File: config.mk
export PLATFORM = sky130hd
export DESIGN_NAME = muldiv_seq_ctrl
export DESIGN_NICKNAME = d
export VERILOG_FILES = /design/src/rtl/muldiv_pkg.sv /design/src/rtl/muldiv_seq_ctrl.sv
export SDC_FILE = /design/constraint.sdc
export NUM_CORES = 1
export LEC_CHECK = 0
export ABC_AREA = 1
export CORE_MARGIN = 1.5
export CORE_UTILIZATION = 25
export DETAILED_ROUTE_END_ITERATION = 7
export PLACE_DENSITY = 0.57
export SLEW_MARGIN = 20
export SYNTH_ARGS = -nofsm -noshare
export SYNTH_HDL_FRONTEND = slang
export SYNTH_SLANG_ARGS = --single-unit
File: constraint.sdc
create_clock -name clk_i -period 1.2 [get_ports clk_i]
set_input_delay 0.12 -clock clk_i [delete_from_list [all_inputs] [get_ports clk_i]]
set_output_delay 0.12 -clock clk_i [all_outputs]
set_load 0.02 [all_outputs]
File: src/rtl/muldiv_pkg.sv
// Shared types and constants for the M-extension sequencer and its iterative datapath.
package muldiv_pkg;

  localparam int XLEN_DEF = 32;

  typedef enum logic [1:0] {
    ST_IDLE = 2'd0,
    ST_RUN  = 2'd1,
    ST_DONE = 2'd2
  } state_e;

  localparam logic [2:0] F3_MUL    = 3'd0;
  localparam logic [2:0] F3_MULH   = 3'd1;
  localparam logic [2:0] F3_MULHSU = 3'd2;
  localparam logic [2:0] F3_MULHU  = 3'd3;
  localparam logic [2:0] F3_DIV    = 3'd4;
  localparam logic [2:0] F3_DIVU   = 3'd5;
  localparam logic [2:0] F3_REM    = 3'd6;
  localparam logic [2:0] F3_REMU   = 3'd7;

  // funct3[2] splits the M-extension into the multiply and divide/remainder families.
  function automatic logic is_div_op(input logic [2:0] f3);
    return f3[2];
  endfunction

endpackage

File: src/rtl/muldiv_seq_ctrl.sv
// Sequencer for the iterative shift-add multiplier / restoring divider in EXE:
// issues load/step strobes, freezes FE/DE/EXE, bubbles ME, and aborts on flush.
module muldiv_seq_ctrl
  import muldiv_pkg::*;
#(
  parameter int XLEN  = XLEN_DEF,
  parameter int CNT_W = 6,
  parameter int OP_W  = 3
) (
  input  logic             clk_i,
  input  logic             rst_i,
  input  logic             req_e_i,
  input  logic [OP_W-1:0]  op_e_i,
  input  logic             divisor_zero_i,
  input  logic             flush_i,
  output logic             dp_load_o,
  output logic             dp_step_o,
  output logic             dp_div_o,
  output logic             dp_fast_o,
  output logic             stall_o,
  output logic             bubble_m_o,
  output logic             result_valid_o,
  output logic             busy_o,
  output logic [CNT_W-1:0] cnt_o
);

  if ((2 ** CNT_W) <= XLEN) begin : g_cnt_w_chk
    $error("CNT_W too narrow for XLEN iterations");
  end
  if (OP_W < 3) begin : g_op_w_chk
    $error("OP_W must hold a full funct3");
  end

  state_e           state_q, state_d;
  logic [CNT_W-1:0] cnt_q, cnt_d;
  logic             div_q, div_d;

  logic op_div;
  logic cnt_last;
  logic load, step, div, fast, stall, bubble, valid;
  logic unused_op;

  assign op_div    = is_div_op(op_e_i[2:0]);
  assign unused_op = ^op_e_i;
  assign cnt_last  = (cnt_q == CNT_W'(XLEN - 1));

  always_comb begin
    state_d = state_q;
    cnt_d   = cnt_q;
    div_d   = div_q;
    load    = 1'b0;
    step    = 1'b0;
    div     = 1'b0;
    fast    = 1'b0;
    stall   = 1'b0;
    bubble  = 1'b0;
    valid   = 1'b0;

    case (state_q)
      ST_IDLE: begin
        if (req_e_i && !flush_i) begin
          load   = 1'b1;
          div    = op_div;
          stall  = 1'b1;
          bubble = 1'b1;
          div_d  = op_div;
          cnt_d  = '0;
          // Divide by zero has an architecturally fixed result; skip the iterations.
          if (op_div && divisor_zero_i) begin
            fast    = 1'b1;
            state_d = ST_DONE;
          end else begin
            state_d = ST_RUN;
          end
        end
      end

      ST_RUN: begin
        step   = !flush_i;
        div    = div_q;
        stall  = 1'b1;
        bubble = 1'b1;
        if (cnt_last) begin
          state_d = ST_DONE;
          cnt_d   = '0;
        end else begin
          cnt_d = cnt_q + CNT_W'(1);
        end
      end

      // EXE advances this cycle, so the still-asserted request is the finished op.
      ST_DONE: begin
        valid   = !flush_i;
        state_d = ST_IDLE;
      end

      default: begin
        state_d = ST_IDLE;
        cnt_d   = '0;
      end
    endcase

    if (flush_i) begin
      state_d = ST_IDLE;
      cnt_d   = '0;
    end
  end

  always_ff @(posedge clk_i or posedge rst_i) begin
    if (rst_i) begin
      state_q <= ST_IDLE;
      cnt_q   <= '0;
      div_q   <= 1'b0;
    end else begin
      state_q <= state_d;
      cnt_q   <= cnt_d;
      div_q   <= div_d;
    end
  end

  // Outputs are held low for the whole reset window, even with a request pending.
  assign dp_load_o      = load   & ~rst_i;
  assign dp_step_o      = step   & ~rst_i;
  assign dp_div_o       = div    & ~rst_i;
  assign dp_fast_o      = fast   & ~rst_i;
  assign stall_o        = stall  & ~rst_i;
  assign bubble_m_o     = bubble & ~rst_i;
  assign result_valid_o = valid  & ~rst_i;
  assign busy_o         = (state_q != ST_IDLE) & ~rst_i;
  assign cnt_o          = cnt_q;

endmodule

==> results of run 1 <==
## registers in the layout, summed over array words and instances (netlist names)
name     count
state_q      2
div_q        1
cnt_o        6
## layout make-up
| type | count | area share, % |
|---|---|---|
| flip-flops and latches | 9 | 19.2 |
| inverters | 15 | 5.39 |
| repair buffers | 45 | 33.1 |
| well taps | 28 | 2.96 |
| clock buffers | 4 | 2.22 |
| multi-input cells | 57 | 37.1 |
## where the power goes
group / internal, W / switching (W)
Clock: 0.000128 / 0.000110
Combinational: 0.000337 / 0.000333
Sequential: 0.000341 / 0.0000342
## per-layer routing
layer	share of wire (%)	vias to the layer above
met1	43	316
met2	51	14
met4	1.9	0
met5	0	-
met3	4.1	4
li1	-	354
## worst reg2reg max path, cell delays in order, from the launching register on
cell,delay [ns]
dfrtp_1,0.41
nor2_4,0.16
buf_4,0.13
buf_6,0.09
nand2_4,0.05
nand2_4,0.10
inv_6,0.05
nand2_2,0.04
nand2_1,0.04
nand2_1,0.07
nor2_2,0.04
## synthesized netlist by cell type
| cell | number | area (um^2) |
|---|---|---|
| nand4_1 | 1 | 6.26 |
| a22o_2 | 1 | 10.0 |
| nor2_2 | 4 | 25.0 |
| inv_1 | 12 | 45.0 |
| o21ai_1 | 1 | 5.00 |
| a22oi_1 | 1 | 7.51 |
| inv_2 | 2 | 7.51 |
| nor2_1 | 9 | 33.8 |
| dfrtp_1 | 9 | 225 |
| nor3_1 | 2 | 10.0 |
| o21ai_2 | 1 | 8.76 |
| nand2_1 | 20 | 75.1 |
| nand2_4 | 1 | 11.3 |
| inv_6 | 1 | 8.76 |
| nand3_1 | 5 | 25.0 |
| a21oi_1 | 1 | 5.00 |
| or2_2 | 1 | 6.26 |
| clkbuf_1 | 1 | 3.75 |
| a21oi_2 | 1 | 8.76 |
| nand3_2 | 2 | 20.0 |
| o21ai_0 | 2 | 10.0 |
| ha_1 | 1 | 12.5 |
| nand2_2 | 3 | 18.8 |
| buf_4 | 1 | 7.51 |
## through the flow
stage                     util, %  area (um^2)  setup slack, ns  hold WS [ns]
after CTS                    49.2         1100           -0.278         0.332
after floorplan                 -          658          -0.0279         0.217
after detailed placement     45.8         1020           -0.572         0.561
after global routing         53.0         1180           -0.357         0.379
final                        53.0         1180           -0.300         0.337
after global placement       45.8         1020           -0.557         0.546
## cells by family (layout without fill, tap and decap cells)
group / Yosys count / count (layout)
AOI/OAI and AO/OA: 8 / 8
and+or+nand+nor: 48 / 48
DFF: 9 / 9
adders and majority gates: 1 / 1
buffers and inverters: 17 / 64
## what timing repair did
item / 4_1_cts / 5_1_grt
setup endpoints to repair: 21 / 17
gates resized for setup: 62 / 17
setup buffers: 3 / 3
pin swaps: 4 / 6
hold buffers: 0 / 0
## worst max path at each step
stage,end,slack [ns],depth (start not counted)
final,dp_div_o,-0.30,6
after global routing,dp_div_o,-0.36,6
after CTS,dp_div_o,-0.28,6
after detailed placement,dp_div_o,-0.57,6
after global placement,dp_div_o,-0.56,6
after floorplan,cnt_o[5],-0.03,8
==> impl_metrics.csv, run 1 <==
group,metric,value,unit
routing,wirelength,1670,um
place,place_congestion,0.797,
routing,drc,0,
floorplan,ioPinCount,22,
sta,hold_viol,0,
floorplan,num_rows,17,
worst_setup_path,reg2reg_from,"state_q[1]",
worst_setup_path,cp.arrival,1.38,ns
clock_tree,root_buffer,"clkbuf_4",
sta,rsz0062_at_grt,"true",
worst_setup_path,crit_type,"flop to output pin",
final_layout,final_cell_count_no_fill,158,
worst_setup_path,cp-end-kind,"output pin",
worst_hold_path,hp-class,"input pin to asynchronous set/reset pin",
worst_setup_path,cp-start-kind,"flop",
place,dp_cells,148,
final_layout,layout-drive-gt1-share,54.6,%
worst_setup_path,required,1.08,ns
clock_tree,cts_num_sinks,9,
sta,worstMarginPinSlew,0.378,ns
worst_setup_path,crit_fanout,4,
floorplan,initial_core_util,26.7,%
sta,setup_violations,16,
sta,slew_headroom,74.8,%
worst_setup_path,r2r_setup_slack,-0.08,ns
clock_tree,h-tree-depth,1,
logic_synthesis,synth_xor_area_share,0,%
power_and_ir_drop,p_leak,0.601,nW
logic_synthesis,synth-adder-area-share,2.10,%
global_route,grt_pass1_wl,2690,um
sta,report.final.slew_viol_count,0,
logic_synthesis,synth-seq-cells,9,
clock_tree,cts_tree,"yes",
logic_synthesis,ys_warn_count,0,
worst_setup_path,cpPeakStageDelay,0.41,ns
floorplan,die_h,51.9,um
power_and_ir_drop,vdd_drop_max,0.000742,V
final_layout,multi_input_area,439,um^2
final_layout,diodes,0,
final_layout,layout_commonest_cell,"buf_4",
worst_setup_path,crit_slowest_cell,"dfrtp_1",
power_and_ir_drop,p_per_area,1080,nW/um^2
place,port_buffers,19,
global_route,grt_start_max_net_pins,10,
global_route,top_usage_layer,"met2",
global_route,grt_util_met1,16.9,%
routing,vias,688,
global_route,grtUsageMet2,21.7,%
floorplan,die-area,2690,um^2
logic_synthesis,netlist_area,597,um^2
logic_synthesis,synth.distinct_cells,24,
run_status,outcome,"finished, violations left",
logic_synthesis,synth-simple-area-share,38.8,%
sta,max_freq,666,MHz
clock_tree,numCtsBuffers,3,
global_route,antenna_found_initial,0,
run_status,violations,"setup timing",
routing,first_pass_iters,4,
sta,setup_ws,-0.300,ns
final_layout,layout_common_cells,"buf_4 (24), nand2_1 (18), inv_1 (10), buf_6 (10), dfrtp_1 (7)",
worst_setup_path,crit_top_cell,"nor2_4",
logic_synthesis,synthMuxAreaShare,0,%
routing,drt-wirelength-per-cell,10.6,um
logic_synthesis,syn_area_per_cell,7.19,um^2
final_layout,syn_to_final_growth,98.3,%
worst_setup_path,r2r_end,"cnt_o[3]",
global_route,overflow,0,
worst_setup_path,crit_buf_inv,2,
floorplan,core_area,2230,um^2
clock_tree,clkLatencyLatePin,0.27,ns
run,timing.max_cap.violations,0,
final_layout,nets,140,
routing,postRouteAntennaNets,0,
worst_setup_path,cp-startpoint,"state_q[1]",
logic_synthesis,synthesis.nets,92,
logic_synthesis,synthCells,83,
clock_tree,ctsLongestPathBuffers,2,
logic_synthesis,synth_top_family_by_area,"simple AND/OR/NAND/NOR gates",
routing,initialDrtViolationCount,6,
place,hpwl,1230,um
worst_setup_path,cpLargestDelayFamily,"simple AND/OR/NAND/NOR gates",
logic_synthesis,synth_compound_area_share,9.22,%
global_route,use_met3,4.31,%
global_route,grt_pass1_vias,647,
final_layout,layout.area.seq,228,um^2
clock_tree,clk_pin_slew,0.06,ns
worst_setup_path,path_cells,"nor2_4, nand3_4, nor2_4, inv_2, a21oi_4, buf_6",
routing,viasPerCell,4.35,
worst_setup_path,ff2ff_path_depth,10,
global_route,grt_use_total,13.8,%
logic_synthesis,synth_seq_area_share,37.7,%
sta,final.setup.tns,-1.85,ns
sta,fin_skew,0.00832,ns
final_layout,fill_cells,212,
floorplan,die_x,51.9,um
power_and_ir_drop,total_power,0.00128,W
sta,period_share,125,%
sta,finalCriticalPeriod,1.50,ns
No activity file was read; power rests on OpenSTA's default activity.
==> run 2: changes to the inputs <==
--- a/config.mk
+++ b/config.mk
@@ -10,6 +10,7 @@
 export CORE_UTILIZATION = 25
 export DETAILED_ROUTE_END_ITERATION = 7
 export PLACE_DENSITY = 0.57
+export SKIP_LAST_GASP = 1
 export SLEW_MARGIN = 20
 export SYNTH_ARGS = -nofsm -noshare
 export SYNTH_HDL_FRONTEND = slang
==> results of run 2 <==
Final layout, timing and power as in run 1 (identical DEF).
Main changes from that run: number of gates resized after CTS 62 -> 60
